## src/rtl/mips_irq_pkg.sv

```systemverilog
// Shared types and defaults for the MIPS interrupt controller and its helpers.
package mips_irq_pkg;

    localparam int unsigned NUM_IRQ_DEFAULT = 8;

    typedef enum logic [1:0] {
        IRQ_IDLE,
        IRQ_PENDING,
        IRQ_SERVICE
    } irq_state_e;

    // Vector width for n lines, never below one bit.
    function automatic int unsigned vec_width(input int unsigned n);
        return (n <= 1) ? 1 : $clog2(n);
    endfunction

endpackage

```

## src/rtl/mips_irq_ctrl_if.sv

```systemverilog
// Core-side interrupt handshake: request/vector/in-service out, ack/eret back.
interface mips_irq_ctrl_if #(
    parameter int unsigned VEC_W = 3
);
    logic             cpu_int;
    logic [VEC_W-1:0] cpu_vec;
    logic             in_service;
    logic             int_ack;
    logic             eret;

    modport master (
        output cpu_int, cpu_vec, in_service,
        input  int_ack, eret
    );

    modport slave (
        input  cpu_int, cpu_vec, in_service,
        output int_ack, eret
    );
endinterface

```

## src/rtl/mips_irq_ctrl_prio_enc.sv

```systemverilog
// Fixed-priority encoder: lowest set index wins; combinational.
module irq_prio_enc #(
    parameter int unsigned NUM_IRQ = 8,
    parameter int unsigned VEC_W   = 3
) (
    input  logic [NUM_IRQ-1:0] req,
    output logic               any,
    output logic [VEC_W-1:0]   idx
);
    always_comb begin
        any = |req;
        idx = '0;
        // Scan downward so the lowest requesting index is written last.
        for (int unsigned i = NUM_IRQ; i > 0; i--) begin
            if (req[i-1]) idx = VEC_W'(i - 1);
        end
    end
endmodule

```

## src/rtl/mips_irq_ctrl.sv

```systemverilog
// Interrupt controller in front of mips_cpu.int0: sync, pending, priority, FSM.
module mips_irq_ctrl
    import mips_irq_pkg::*;
#(
    parameter int unsigned NUM_IRQ = NUM_IRQ_DEFAULT,
    parameter int unsigned VEC_W   = vec_width(NUM_IRQ)
) (
    input  logic               clk,
    input  logic               rst,
    input  logic [NUM_IRQ-1:0] irq_in,
    input  logic [NUM_IRQ-1:0] irq_mask,
    input  logic [NUM_IRQ-1:0] edge_mode,
    output logic [NUM_IRQ-1:0] irq_pending,
    mips_irq_ctrl_if.master    cpu
);
    logic [NUM_IRQ-1:0] s1, s2, s3;
    logic [NUM_IRQ-1:0] pend, pend_next, rise, ack_clr, eligible;
    logic [VEC_W-1:0]   vec_q, vec_next, top_idx;
    logic               any_eligible, ack_take, int_q, svc_q;
    irq_state_e         state, state_next;

    always_ff @(posedge clk or negedge rst) begin
        if (!rst) begin
            s1 <= '0;
            s2 <= '0;
            s3 <= '0;
        end else begin
            s1 <= irq_in;
            s2 <= s1;
            s3 <= s2;
        end
    end

    assign rise     = s2 & ~s3;
    assign ack_take = (state == IRQ_PENDING) && cpu.int_ack;

    always_comb begin
        ack_clr = '0;
        for (int unsigned i = 0; i < NUM_IRQ; i++) begin
            ack_clr[i] = ack_take && (VEC_W'(i) == vec_q);
        end
    end

    // Edge lines: a new rise overrides an ack clear. Level lines just follow s2.
    assign pend_next = (edge_mode & (rise | (pend & ~ack_clr))) | (~edge_mode & s2);
    assign eligible  = pend & irq_mask;

    always_ff @(posedge clk or negedge rst) begin
        if (!rst) pend <= '0;
        else      pend <= pend_next;
    end

    irq_prio_enc #(
        .NUM_IRQ (NUM_IRQ),
        .VEC_W   (VEC_W)
    ) u_prio_enc (
        .req (eligible),
        .any (any_eligible),
        .idx (top_idx)
    );

    always_comb begin
        state_next = state;
        vec_next   = vec_q;
        unique case (state)
            IRQ_IDLE: begin
                if (any_eligible) begin
                    state_next = IRQ_PENDING;
                    vec_next   = top_idx;
                end
            end
            IRQ_PENDING: begin
                if (cpu.int_ack)            state_next = IRQ_SERVICE;
                else if (!eligible[vec_q])  state_next = IRQ_IDLE;
            end
            IRQ_SERVICE: begin
                if (cpu.eret) state_next = IRQ_IDLE;
            end
            default: state_next = IRQ_IDLE;
        endcase
    end

    always_ff @(posedge clk or negedge rst) begin
        if (!rst) begin
            state <= IRQ_IDLE;
            vec_q <= '0;
            int_q <= 1'b0;
            svc_q <= 1'b0;
        end else begin
            state <= state_next;
            vec_q <= vec_next;
            int_q <= (state_next == IRQ_PENDING);
            svc_q <= (state_next == IRQ_SERVICE);
        end
    end

    assign cpu.cpu_int    = int_q;
    assign cpu.cpu_vec    = vec_q;
    assign cpu.in_service = svc_q;
    assign irq_pending    = pend;

endmodule

```

## src/flat_wrapper.sv

```systemverilog
// flat-port wrapper written by rule: the top's interface ports become plain ports
module mips_irq_ctrl_flat import mips_irq_pkg::*;
#(
    parameter int unsigned NUM_IRQ = NUM_IRQ_DEFAULT,
    parameter int unsigned VEC_W   = vec_width(NUM_IRQ)
)
  (clk, rst, irq_in, irq_mask, edge_mode, irq_pending, cpu_cpu_int, cpu_cpu_vec, cpu_in_service, cpu_int_ack, cpu_eret);
  mips_irq_ctrl_if #(.VEC_W(VEC_W)) cpu_i ();
  input  logic clk;
  input  logic rst;
  input  logic [NUM_IRQ-1:0] irq_in;
  input  logic [NUM_IRQ-1:0] irq_mask;
  input  logic [NUM_IRQ-1:0] edge_mode;
  output logic [NUM_IRQ-1:0] irq_pending;
  output wire logic [$bits(cpu_i.cpu_int)-1:0] cpu_cpu_int;
  output wire logic [$bits(cpu_i.cpu_vec)-1:0] cpu_cpu_vec;
  output wire logic [$bits(cpu_i.in_service)-1:0] cpu_in_service;
  input wire logic [$bits(cpu_i.int_ack)-1:0] cpu_int_ack;
  input wire logic [$bits(cpu_i.eret)-1:0] cpu_eret;
  assign cpu_cpu_int = cpu_i.cpu_int;
  assign cpu_cpu_vec = cpu_i.cpu_vec;
  assign cpu_in_service = cpu_i.in_service;
  assign cpu_i.int_ack = cpu_int_ack;
  assign cpu_i.eret = cpu_eret;
  mips_irq_ctrl #(.NUM_IRQ(NUM_IRQ), .VEC_W(VEC_W)) u_core (.clk(clk), .rst(rst), .irq_in(irq_in), .irq_mask(irq_mask), .edge_mode(edge_mode), .irq_pending(irq_pending), .cpu(cpu_i));
endmodule
```

## config.mk

```make
export PLATFORM = sky130hd
export DESIGN_NAME = mips_irq_ctrl_flat
export DESIGN_NICKNAME = d
export VERILOG_FILES = /design/src/rtl/mips_irq_pkg.sv /design/src/rtl/mips_irq_ctrl_if.sv /design/src/rtl/mips_irq_ctrl_prio_enc.sv /design/src/rtl/mips_irq_ctrl.sv /design/src/flat_wrapper.sv
export SDC_FILE = /design/constraint.sdc
export NUM_CORES = 1
export LEC_CHECK = 0
export BUFFER_PORTS_ARGS = -buffer_cell sky130_fd_sc_hd__buf_2
export CORE_MARGIN = 2
export CORE_UTILIZATION = 53
export CTS_BUF_LIST = sky130_fd_sc_hd__clkbuf_4
export CTS_CLUSTER_DIAMETER = 60
export DETAILED_ROUTE_END_ITERATION = 7
export MAX_ROUTING_LAYER = met4
export PLACE_DENSITY = 0.92
export SETUP_SLACK_MARGIN = 0.4
export SKIP_LAST_GASP = 1
export SLEW_MARGIN = 40
export SYNTH_ARGS = -nofsm -noshare
export SYNTH_HDL_FRONTEND = slang
export SYNTH_HIERARCHICAL = 1
export SYNTH_SLANG_ARGS = --single-unit
```

## constraint.sdc

```tcl
create_clock -name clk -period 1.9 [get_ports clk]
set_input_delay 0.19 -clock clk [delete_from_list [all_inputs] [get_ports clk]]
set_output_delay 0.19 -clock clk [all_outputs]
set_load 0.005 [all_outputs]
```

==> results by group, run 1 <==
Place
  – DP Worst Slack: approximately 0.32 ns
  – DP Wirelength: 2010 um
  – GPL Wtd Cong: around 0.85
  – Post-DP Area: about 0.0017 sq mm
  – I/O Buffers: 40
  – Placed cell count: 176

Die
  – Core Rows: 18
  – Total die area: around 0.0032 sq mm
  – Num ports: just over 40
  – Initial core utilization: 57.0%
  – Core area: roughly 0.0025 sq mm
  – Die W: 56.3 um
  – Die Ht: between 50 and 60 um

Synthesis
  – Ys flop type: dfrtp_1
  – Post-synth EDFFs: 0
  – Synth area leaders: dfrtp_1, a32o_1, nand2_1
  – #FFs+latches synth: 39
  – Mapped cell area: ~0.0015 sq mm
  – Mapped Cells: 108
  – Synth warnings: 6
  – Mean post-synth cell area: approximately 13 sq um
  – Count leader, synth: dfrtp_1
  – Asr flop ratio synth: 100%
  – Area share of the largest cell type after synthesis: approximately two thirds
  – Net Count, Synth: approximately 140
  – Synth area leader: dfrtp_1
  – Synth cell types: 24
  – Post-synth top cells: dfrtp_1, nand2_1, a32o_1, and2_1, nor2_1
  – Post-synthesis sequential area ratio: 67.2%

Global route
  – GRT overflow: 0
  – Initial antenna violation count: 0
  – Global Route Usage Sum: between 20% and 30%
  – First-pass GRT wire length: about 4900 um
  – Largest net degree at the start of global routing: 40
  – Number of global-route vias before repair: approximately 1.1k

Layout
  – Layout Utilization: ~75%
  – Syn-to-layout area delta: 31.3%
  – Final net count: about 190
  – Share of cells above drive strength 1: 40.4%
  – Post-Layout Cell Count: 196
  – Post-route cell area: roughly 0.0019 sq mm
  – N_diodes: 0

Setup path
  – Kind of critical path: flip-flop to flip-flop
  – Setup crit end kind: flip-flop
  – WP data arrival: 1.77 ns
  – CP max stage delay: between 0.4 and 0.5 ns
  – R2R Path Start: u_core/irq_pending[5]
  – Worst setup startpoint: u_core/irq_pending[5]
  – Critical-path maximum fanout: 4
  – Setup crit start kind: flip-flop
  – Delay-heaviest family, CP: simple AND/OR/NAND/NOR gates
  – CP Buf/Inv Count: 0
  – Critical-path cell list: and2_4 > nor4_4 > nand3_1 > nor3b_4 > mux2_2
  – Critical Path RT: roughly 2.1 ns
  – Slowest-stage cell, CP: dfrtp_1

STA
  – Max-slew headroom: between 60% and 70%
  – Final setup vio count: 0
  – Worst setup margin: around 0.36 ns
  – Tmin final: between 1.5 and 2 ns
  – Slew Viols, Final: 0
  – Achievable Freq: about 650 MHz
  – Clock skew: ~0.0066 ns
  – Tcrit/Tclk final: about four fifths
  – Hold Vio Cnt, Final: 0
  – Tightest Pin Transition: 0.487 ns
  – Total Neg Setup Slack: 0 ns
  – RSZ-0062 raised after global routing: true

Route
  – Drt wl/cell: between 15 and 20 um
  – Final WL: 2960 um
  – Number of vias per cell: between 5 and 6
  – Initial drt markers: 25
  – Final antenna-violating net count: 0
  – Routed via count: between 1k and 1.5k
  – Remaining DRCs: 0
  – First-pass DRT Iterations: 4

Clock network
  – Clock sinks: 39
  – TritonCTS Buffers: 5
  – Root buf cell: clkbuf_4
  – Clock latency on the worst-skew pair: roughly 0.33 ns
  – H-tree Lvls: 2
  – Clock Pin Slew Worst Setup and Hold Paths: 0.11 ns
  – Clk buf depth: 2
  – TritonCTS clock tree: yes

Min path
  – Critical hold path startpoint: edge_mode[4]
  – Min-Delay Path Class: primary input to flip-flop

Job
  – Max Cap Viol: 0

Power and ir drop
  – Peak VDD IR: ~0.9 mV
  – Pleak: between 0.0008 and 0.0009 uW
  – P per Cell Area: around 1100 mW/mm^2

Run status
  – Status: completed
[state kept, by name, summed over array words and instances (netlist names)]
signal,count
u_core/cpu.cpu_int,1
u_core/s1,8
u_core/cpu.cpu_vec,3
u_core/irq_pending,8
u_core/cpu.in_service,1
u_core/s3,8
u_core/state,2
u_core/s2,8
[per-layer routing]
| metal | GRT usage (%) | share of wire (%) |
|---|---|---|
| met2 | 35.5 | 52 |
| met5 | - | 0 |
| met1 | 23.5 | 40 |
| met4 | 7.48 | 1.2 |
| met3 | 8.53 | 6.7 |
[where the power goes]
part	switching, uW	leakage (uW)	internal, uW	total (uW)
clock network	254	0.0000426	271	525
registers	145	0.000459	942	1090
logic	212	0.000375	280	491
[area by class of cell]
| cell class | count | area, sq um |
|---|---|---|
| Sequential cell | 39 | 976 |
| Inverter | 1 | 3.75 |
| Tap cell | 30 | 37.5 |
| Fill cell | 167 | 639 |
| Timing Repair Buffer | 52 | 315 |
| Clock inverter | 3 | 38.8 |
| Multi-Input combinational cell | 66 | 497 |
| Clock buffer | 5 | 37.5 |
[path summary, 6_finish.rpt]
check                                              to  slack (ns)  cells after the start
min in group asynchronous       u_core/cpu.cpu_vec[2]        0.34                      2
worst min register to register           u_core/s2[0]        0.35                      0
worst max register to register  u_core/cpu.cpu_vec[0]        0.36                      5
max in group asynchronous                u_core/s1[2]        1.23                      2
worst min-delay path            u_core/irq_pending[4]        0.12                      2
worst max-delay path            u_core/cpu.cpu_vec[0]        0.36                      5
[repair_timing]
| action | CTS | global route |
|---|---|---|
| hold buffers | 9 | 0 |
| gates resized for setup | 5 | 5 |
| hold endpoints to repair | 47 | 0 |
| pin swaps | 3 | 0 |
| buffers inserted | 2 | 1 |
| setup endpoints to repair | 5 | 9 |
[cells in the final DEF (no fill, tap or decap), drive strengths merged]
master and n:
a21oi 2, a32o 8, mux2 3, and4bb 1, dfrtp 39, clkbuf 5
and3b 1, nor4 1, and2 8, o21ai 5, o21bai 1, o41ai 1
a21boi 1, mux4 2, inv 1, nand3b 1, nor3b 2, nand2 16
nand3 3, dlygate4sd3 9, buf 43, bufinv 1, nor2 5, nor2b 3
nand2b 1, clkinv 2, nor4b 1
[per-stage QoR]
| stage | power [uW] | hold WS, ns |
|---|---|---|
| floorplan | 1350 | -0.106 |
| global placement | 1490 | 0.298 |
| detailed placement | 1510 | 0.299 |
| CTS | 2080 | 0.107 |
| global route | 2210 | 0.107 |
| finish | 2100 | 0.122 |
[kinds of logic (layout without fill, tap and decap cells)]
group	count (synthesis)	after routing	synth area share (%)
buf+inv	3	61	0.948
flops	39	39	67.2
simple gates	43	43	16.8
compound gates	18	18	9.57
mux	5	5	5.43
Power figures use the tool's default switching activity.
==> run 2, diff against run 1 <==
--- a/config.mk
+++ b/config.mk
@@ -5,6 +5,7 @@
 export SDC_FILE = /design/constraint.sdc
 export NUM_CORES = 1
 export LEC_CHECK = 0
+export ABC_AREA = 1
 export BUFFER_PORTS_ARGS = -buffer_cell sky130_fd_sc_hd__buf_2
 export CORE_MARGIN = 2
 export CORE_UTILIZATION = 53
==> constraint.sdc (replaced) <==
create_clock -name clk -period 1.5 [get_ports clk]
set_input_delay 0.15 -clock clk [delete_from_list [all_inputs] [get_ports clk]]
set_output_delay 0.15 -clock clk [all_outputs]
set_load 0.005 [all_outputs]
==> run 2 against run 1 <==
- the flow now finishes with violations (setup timing)
- power rose by 28%
- combinational power rose by 82%
- synthesized cell count rose by 56%
- non-clock buffer count rose by 8
- largest cell class unchanged
- largest power group unchanged
==> results by group, run 2 <==
Clock network
  – Root buf cell: clkbuf_4 (unchanged)
  – TritonCTS Buffers: 5 (unchanged)
  – Clock latency on the worst-skew pair: 0.33 ns (about the same)
  – TritonCTS clock tree: yes (unchanged)
  – Clock Pin Slew Worst Setup and Hold Paths: 0.10 ns (was 0.11 ns)
  – Clock sinks: 39 (unchanged)
  – Clk buf depth: 2 (unchanged)
  – H-tree Lvls: 2 (unchanged)

Synthesis
  – Post-synth top cells: nand2_1, dfrtp_1, inv_1 (was dfrtp_1, nand2_1, a32o_1, and2_1, nor2_1)
  – Count leader, synth: nand2_1 (was dfrtp_1)
  – Post-synth EDFFs: 0 (unchanged)
  – Mapped cell area: 0.00151 sq mm (was 0.00145 sq mm)
  – Post-synthesis sequential area ratio: 64.8% (was 67.2%)
  – Mapped Cells: 169 (was 108)
  – Area share of the largest cell type after synthesis: 64.8% (was 67.2%)
  – Synth cell types: 14 (was 24)
  – Synth area leader: dfrtp_1 (unchanged)
  – Synth area leaders: dfrtp_1, nand2_1, inv_1 (was dfrtp_1, a32o_1, nand2_1)
  – Synth warnings: 6 (unchanged)
  – Asr flop ratio synth: 100% (unchanged)
  – Mean post-synth cell area: 8.91 sq um (was 13.4 sq um)
  – #FFs+latches synth: 39 (unchanged)
  – Net Count, Synth: 197 (was 136)
  – Ys flop type: dfrtp_1 (unchanged)

Place
  – GPL Wtd Cong: 0.886 (was 0.854)
  – DP Wirelength: 2050 um (was 2010 um)
  – I/O Buffers: 40 (unchanged)
  – Post-DP Area: 0.00175 sq mm (was 0.00168 sq mm)
  – Placed cell count: 241 (was 176)

Power and ir drop
  – P_int: 1770 uW (was 1490 uW)
  – Peak VDD IR: 1.41 mV (was 0.876 mV)
  – Net load switching power: 934 uW (was 611 uW)
  – Seq pwr share: 48.8% (was 51.7%)
  – P per Cell Area: 1320 mW/mm^2 (was 1100 mW/mm^2)
  – Combinational power share: 33.0% (was 23.4%)
  – Pleak: 0.00111 uW (was 0.000877 uW)
  – Clock share of power: 18.2% (was 24.9%)
  – Net Sw Frac: 34.6% (was 29.1%)

Global route
  – Initial antenna violation count: 0 (unchanged)
  – Number of global-route vias before repair: 1,205 (was 1,110)
  – First-pass GRT wire length: 4970 um (was 4930 um)
  – Largest net degree at the start of global routing: 40 (unchanged)
  – GRT overflow: 0 (unchanged)
  – Global Route Usage Sum: 21.4% (about the same)

Layout
  – Final net count: 264 (was 193)
  – Highest-count cells in the layout ignoring fill and taps: nand2_1, buf_2, dfrtp_1 (was buf_2, dfrtp_1, nand2_1)
  – Syn-to-layout area delta: 35.5% (was 31.3%)
  – Post-route cell area: 0.00204 sq mm (was 0.00191 sq mm)
  – N_diodes: 0 (unchanged)
  – Commonest non-fill, non-tap cell in the layout: nand2_1
  – Share of cells above drive strength 1: 31.2% (was 40.4%)
  – Post-Layout Cell Count: 268 (was 196)

Die
  – Num ports: 41 (unchanged)
  – Die Ht: 57.3 um (was 56.3 um)
  – Die W: 57.3 um (was 56.3 um)
  – Core area: 0.00273 sq mm (was 0.00254 sq mm)
  – Total die area: 0.00329 sq mm (was 0.00317 sq mm)
  – Initial core utilization: 55.1% (was 57.0%)
  – Core Rows: 19 (was 18)

Setup path
  – R2r endpoint: u_core/cpu.cpu_int (was u_core/cpu.cpu_vec[0])
  – Worst setup startpoint: u_core/irq_pending[7] (was u_core/irq_pending[5])
  – R2r setup slk: -0.09 ns (was 0.36 ns)
  – Critical-path maximum fanout: 8 (was 4)
  – CP endpoint: u_core/cpu.cpu_int (was u_core/cpu.cpu_vec[0])
  – Setup crit start kind: flip-flop (unchanged)
  – WP data arrival: 1.82 ns (was 1.77 ns)
  – Reg2reg path depth: 11 (was 5)
  – Kind of critical path: flip-flop to flip-flop (unchanged)
  – Critical Path RT: 1.73 ns (was 2.13 ns)
  – Setup crit end kind: flip-flop (unchanged)
  – R2R Path Start: u_core/irq_pending[7] (was u_core/irq_pending[5])

STA
  – Clock skew: 0.00268 ns (was 0.00664 ns)
  – Worst setup margin: -0.0899 ns (was 0.359 ns)
  – RSZ-0062 raised after global routing: true (unchanged)
  – Max-slew headroom: 69.3% (was 67.1%)
  – Final setup vio count: 4 (was 0)
  – Tmin final: 1.59 ns (was 1.54 ns)
  – Tightest Pin Transition: 0.461 ns (was 0.487 ns)
  – Tcrit/Tclk final: 106% (was 81.1%)
  – Hold Vio Cnt, Final: 0 (unchanged)
  – Achievable Freq: 629 MHz (was 649 MHz)
  – Slew Viols, Final: 0 (unchanged)

Job
  – Max Cap Viol: 0 (unchanged)

Route
  – Drt wl/cell: 11.6 um (was 15.1 um)
  – Number of vias per cell: 4.82 (was 5.49)
  – First-pass DRT Iterations: 4 (unchanged)
  – Final WL: 3110 um (was 2960 um)
  – Remaining DRCs: 0 (unchanged)
  – Routed via count: 1,293 (was 1,077)
  – Initial drt markers: 24 (was 25)
  – Final antenna-violating net count: 0 (unchanged)

Run status
  – Status: finished with violations (was completed)
  – Violated checks: setup timing

Min path
  – Min-Delay Path Class: primary input to flip-flop (unchanged)
==> run 2: changes by cell type in the layout (fill, tap and decap cells not counted), sizes merged, moves of 2 or more <==
cell / previous run / this run
a32o: 8 / 0
and2: 8 / 0
buf: 43 / 50
inv: 1 / 23
mux2: 3 / 0
mux4: 2 / 0
nand2: 16 / 73
nand3: 3 / 1
nor2: 5 / 13
nor2b: 3 / 0
nor3b: 2 / 0
o21ai: 5 / 11
o31ai: 0 / 2
==> run 2: timing repair <==
item / 4_1_cts / 5_1_grt
setup endpoints to repair: 15 / 17
pin swaps: 5 / 10
hold endpoints to repair: 49 / 0
hold buffers: 10 / 0
setup buffers: 7 / 2
resized for setup: 16 / 7
==> run 2: area by class of cell <==
| type | instances | area, sq um |
|---|---|---|
| timing repair buffer | 60 | 393 |
| fill | 200 | 692 |
| tap | 31 | 38.8 |
| inverter | 23 | 86.3 |
| clock inverter | 2 | 7.51 |
| multi-input combinational | 107 | 494 |
| clock buffer | 6 | 45.0 |
| sequential | 39 | 977 |
==> run 2: logic make-up (layout without fill, tap and decap cells) <==
group | Yosys count | count (layout) | synth area share (%)
compound gates | 17 | 17 | 6.06
buf+inv | 23 | 91 | 5.73
flops | 39 | 39 | 64.8
simple gates | 90 | 90 | 23.4
==> run 2: critical path, stage by stage (launching register included) <==
cell     delay (ns)
dfrtp_1        0.41
nand2_2        0.09
inv_2          0.04
or2_4          0.25
nor3_4         0.19
nand2_1        0.09
nand2_2        0.08
nor2_4         0.06
nor2_2         0.09
nand2_1        0.06
nand2_2        0.08
a21oi_1        0.04
==> run 2: routing by layer <==
metal  vias up  track usage [%]  share of wire (%)
met5         -                -                  0
met4         0             9.30                2.8
met3         9             7.26                4.4
met2        29             32.2                 52
met1       606             26.5                 41
li1        649                -                  -
==> run 2: worst min path at each step <==
stage                     slack (ns)  cells past startpoint          from                     to
after floorplan                -0.15                      0           rst     u_core/cpu.cpu_int
after global placement          0.22                      2           rst           u_core/s1[3]
after detailed placement        0.22                      2           rst           u_core/s1[3]
after CTS                       0.05                      3  edge_mode[5]  u_core/irq_pending[5]
after global routing            0.07                      3  edge_mode[1]  u_core/irq_pending[1]
final                           0.07                      3  edge_mode[4]  u_core/irq_pending[4]
==> run 2: through the flow <==
stage	util [%]	setup TNS [ns]	hold WS, ns	worst slack [ns]	total power (uW)
final	74.7	-0.200	0.0727	-0.0899	2700
after global routing	74.7	-0.624	0.0715	-0.198	2880
after CTS	73.1	0	0.0453	0.0129	2630
after detailed placement	64.1	-0.00447	0.223	-0.00236	1990
after global placement	64.1	0	0.217	0.0593	1970
after floorplan	-	0	-0.146	0.0904	1740
==> run 2: power groups by stage <==
stage / logic, uW / registers, uW / clock network [uW]
floorplan: 417 / 1320 / 0
CTS: 798 / 1310 / 522
detailed placement: 661 / 1330 / 0
global route: 982 / 1340 / 565
global placement: 640 / 1330 / 0
finish: 892 / 1320 / 491
==> run 3, diff against run 2 <==
--- a/config.mk
+++ b/config.mk
@@ -15,6 +15,7 @@
 export MAX_ROUTING_LAYER = met4
 export PLACE_DENSITY = 0.92
 export SETUP_SLACK_MARGIN = 0.4
+export SKIP_CTS_REPAIR_TIMING = 1
 export SKIP_LAST_GASP = 1
 export SLEW_MARGIN = 40
 export SYNTH_ARGS = -nofsm -noshare
==> run 3 against run 2 <==
- the run still ends with setup timing left
- count of clock-buffer cells in the layout stayed put
- wire length down 3.9%
- die area is the same
- sequential share of layout area grew 1.4 points
- core utilization down 2.1 points
- first-iteration DRC count decreased by 4.2%
- worst setup slack worse by 0.043 ns
- fmax is 2.6% lower
- sequential cell count unchanged
- largest power group unchanged
==> results by group, run 3 (synthesis results as in run 2) <==
Clock network
  – Clock latency on the worst-skew pair: 0.33 ns (about the same)
  – TritonCTS Buffers: 5 (unchanged)
  – Clock sinks: 39 (unchanged)
  – Clock Pin Slew Worst Setup and Hold Paths: 0.10 ns (about the same)
  – H-tree Lvls: 2 (unchanged)
  – Root buf cell: clkbuf_4 (unchanged)
  – Clk buf depth: 2 (unchanged)
  – TritonCTS clock tree: yes (unchanged)

Die
  – Die Ht: 57.3 um (unchanged)
  – Core Rows: 19 (unchanged)
  – Core area: 0.00273 sq mm (unchanged)
  – Num ports: 41 (unchanged)
  – Initial core utilization: 55.1% (unchanged)
  – Die W: 57.3 um (unchanged)
  – Total die area: 0.00329 sq mm (unchanged)

Run status
  – Violated checks: setup timing (unchanged)
  – Status: finished with violations (unchanged)

Route
  – Final antenna-violating net count: 0 (unchanged)
  – Initial drt markers: 23 (was 24)
  – First-pass DRT Iterations: 4 (unchanged)
  – Drt wl/cell: 11.3 um (was 11.6 um)
  – Remaining DRCs: 0 (unchanged)
  – Final WL: 2990 um (was 3110 um)
  – Number of vias per cell: 4.76 (was 4.82)
  – Routed via count: 1,262 (was 1,293)

Setup path
  – CP endpoint: u_core/cpu.cpu_int (unchanged)
  – Reg2reg path depth: 11 (unchanged)
  – WP data arrival: 1.86 ns (was 1.82 ns)
  – Setup crit start kind: flip-flop (unchanged)
  – Critical Path RT: 1.73 ns (about the same)
  – R2R Path Start: u_core/irq_pending[7] (unchanged)
  – Setup crit end kind: flip-flop (unchanged)
  – Worst setup startpoint: u_core/irq_pending[7] (unchanged)
  – Kind of critical path: flip-flop to flip-flop (unchanged)
  – R2r setup slk: -0.13 ns (was -0.09 ns)
  – Critical-path maximum fanout: 8 (unchanged)
  – R2r endpoint: u_core/cpu.cpu_int (unchanged)

Layout
  – Layout Utilization: 72.6% (was 74.7%)
  – Syn-to-layout area delta: 31.7% (was 35.5%)
  – N_diodes: 0 (unchanged)
  – Post-route cell area: 0.00198 sq mm (was 0.00204 sq mm)
  – Highest-count cells in the layout ignoring fill and taps: nand2_1, buf_2, dfrtp_1 (unchanged)
  – Share of cells above drive strength 1: 28.2% (was 31.2%)
  – Post-Layout Cell Count: 265 (was 268)
  – Layout filler cell count: 206 (was 200)
  – Commonest non-fill, non-tap cell in the layout: nand2_1 (unchanged)
  – Final net count: 261 (was 264)

STA
  – Worst setup margin: -0.133 ns (was -0.0899 ns)
  – RSZ-0062 raised after global routing: true (unchanged)
  – Tcrit/Tclk final: 109% (was 106%)
  – Tightest Pin Transition: 0.468 ns (was 0.461 ns)
  – Total Neg Setup Slack: -0.506 ns (was -0.200 ns)
  – Max-slew headroom: 68.8% (was 69.3%)
  – Hold Vio Cnt, Final: 0 (unchanged)
  – Achievable Freq: 613 MHz (was 629 MHz)
  – Clock skew: 0.00291 ns (was 0.00268 ns)
  – Final setup vio count: 5 (was 4)
  – Tmin final: 1.63 ns (was 1.59 ns)
  – Slew Viols, Final: 0 (unchanged)

Global route
  – GRT overflow: 0 (unchanged)
  – Largest net degree at the start of global routing: 40 (unchanged)
  – Initial antenna violation count: 0 (unchanged)
  – First-pass GRT wire length: 4450 um (was 4970 um)
  – Number of global-route vias before repair: 1,076 (was 1,205)
  – Global Route Usage Sum: 19.2% (was 21.4%)

Power and ir drop
  – P per Cell Area: 1350 mW/mm^2 (was 1320 mW/mm^2)
  – Total power: 2690 uW (was 2700 uW)
  – Pleak: 0.00109 uW (was 0.00111 uW)
  – Peak VDD IR: 1.41 mV (about the same)

Job
  – Max Cap Viol: 0 (unchanged)

Place
  – I/O Buffers: 40 (unchanged)
  – Post-DP Area: 0.00175 sq mm (unchanged)
  – DP Wirelength: 2050 um (unchanged)
  – Placed cell count: 241 (unchanged)
  – GPL Wtd Cong: 0.886 (unchanged)

Min path
  – Min-Delay Path Class: primary input to flip-flop (unchanged)
[run 3: worst max-delay path, stage by stage (launching register included)]
cell	delay [ns]
dfrtp_1	0.40
nand2_1	0.08
inv_1	0.05
or2_1	0.25
nor3_2	0.23
nand2_1	0.10
nand2_2	0.08
nor2_4	0.06
nor2_2	0.09
nand2_1	0.06
nand2_2	0.08
a21oi_1	0.04
[run 3: worst min-delay path by stage]
stage | start | end | cells past startpoint
2_1_floorplan | rst | u_core/cpu.cpu_int | 0
3_3_place_gp | rst | u_core/s1[3] | 2
3_5_place_dp | rst | u_core/s1[3] | 2
4_1_cts | rst | u_core/s1[3] | 2
5_1_grt | edge_mode[1] | u_core/irq_pending[1] | 3
6_report | edge_mode[4] | u_core/irq_pending[4] | 3
[run 3: area by class of cell]
cell class	count	area [sq um]	area share, %
clock buffer	6	45.0	2.27
multi-input combinational	107	477	24.0
inverter	23	86.3	4.35
tap	31	38.8	1.95
timing repair buffer	57	353	17.8
clock inverter	2	7.51	0.378
sequential	39	977	49.2
[run 3: report_power, final]
part	leakage, uW	internal, uW	switching [uW]
registers	0.000459	1200	120
logic	0.000598	379	501
clock network	0.0000307	192	297
total	0.00109	1770	918
[run 3: per-layer routing]
layer | vias to the layer above | share of wire (%) | track usage [%]
met5 | - | 0 | -
met4 | 0 | 1.3 | 5.98
met3 | 3 | 5.3 | 7.26
met2 | 27 | 51 | 30.0
met1 | 589 | 43 | 23.3
li1 | 643 | - | -
[run 3: through the flow]
stage | hold slack [ns] | worst slack [ns]
detailed placement | 0.223 | -0.00236
finish | 0.0750 | -0.133
global route | 0.0715 | -0.254
global placement | 0.217 | 0.0593
CTS | -0.169 | -0.0152
floorplan | -0.146 | 0.0904
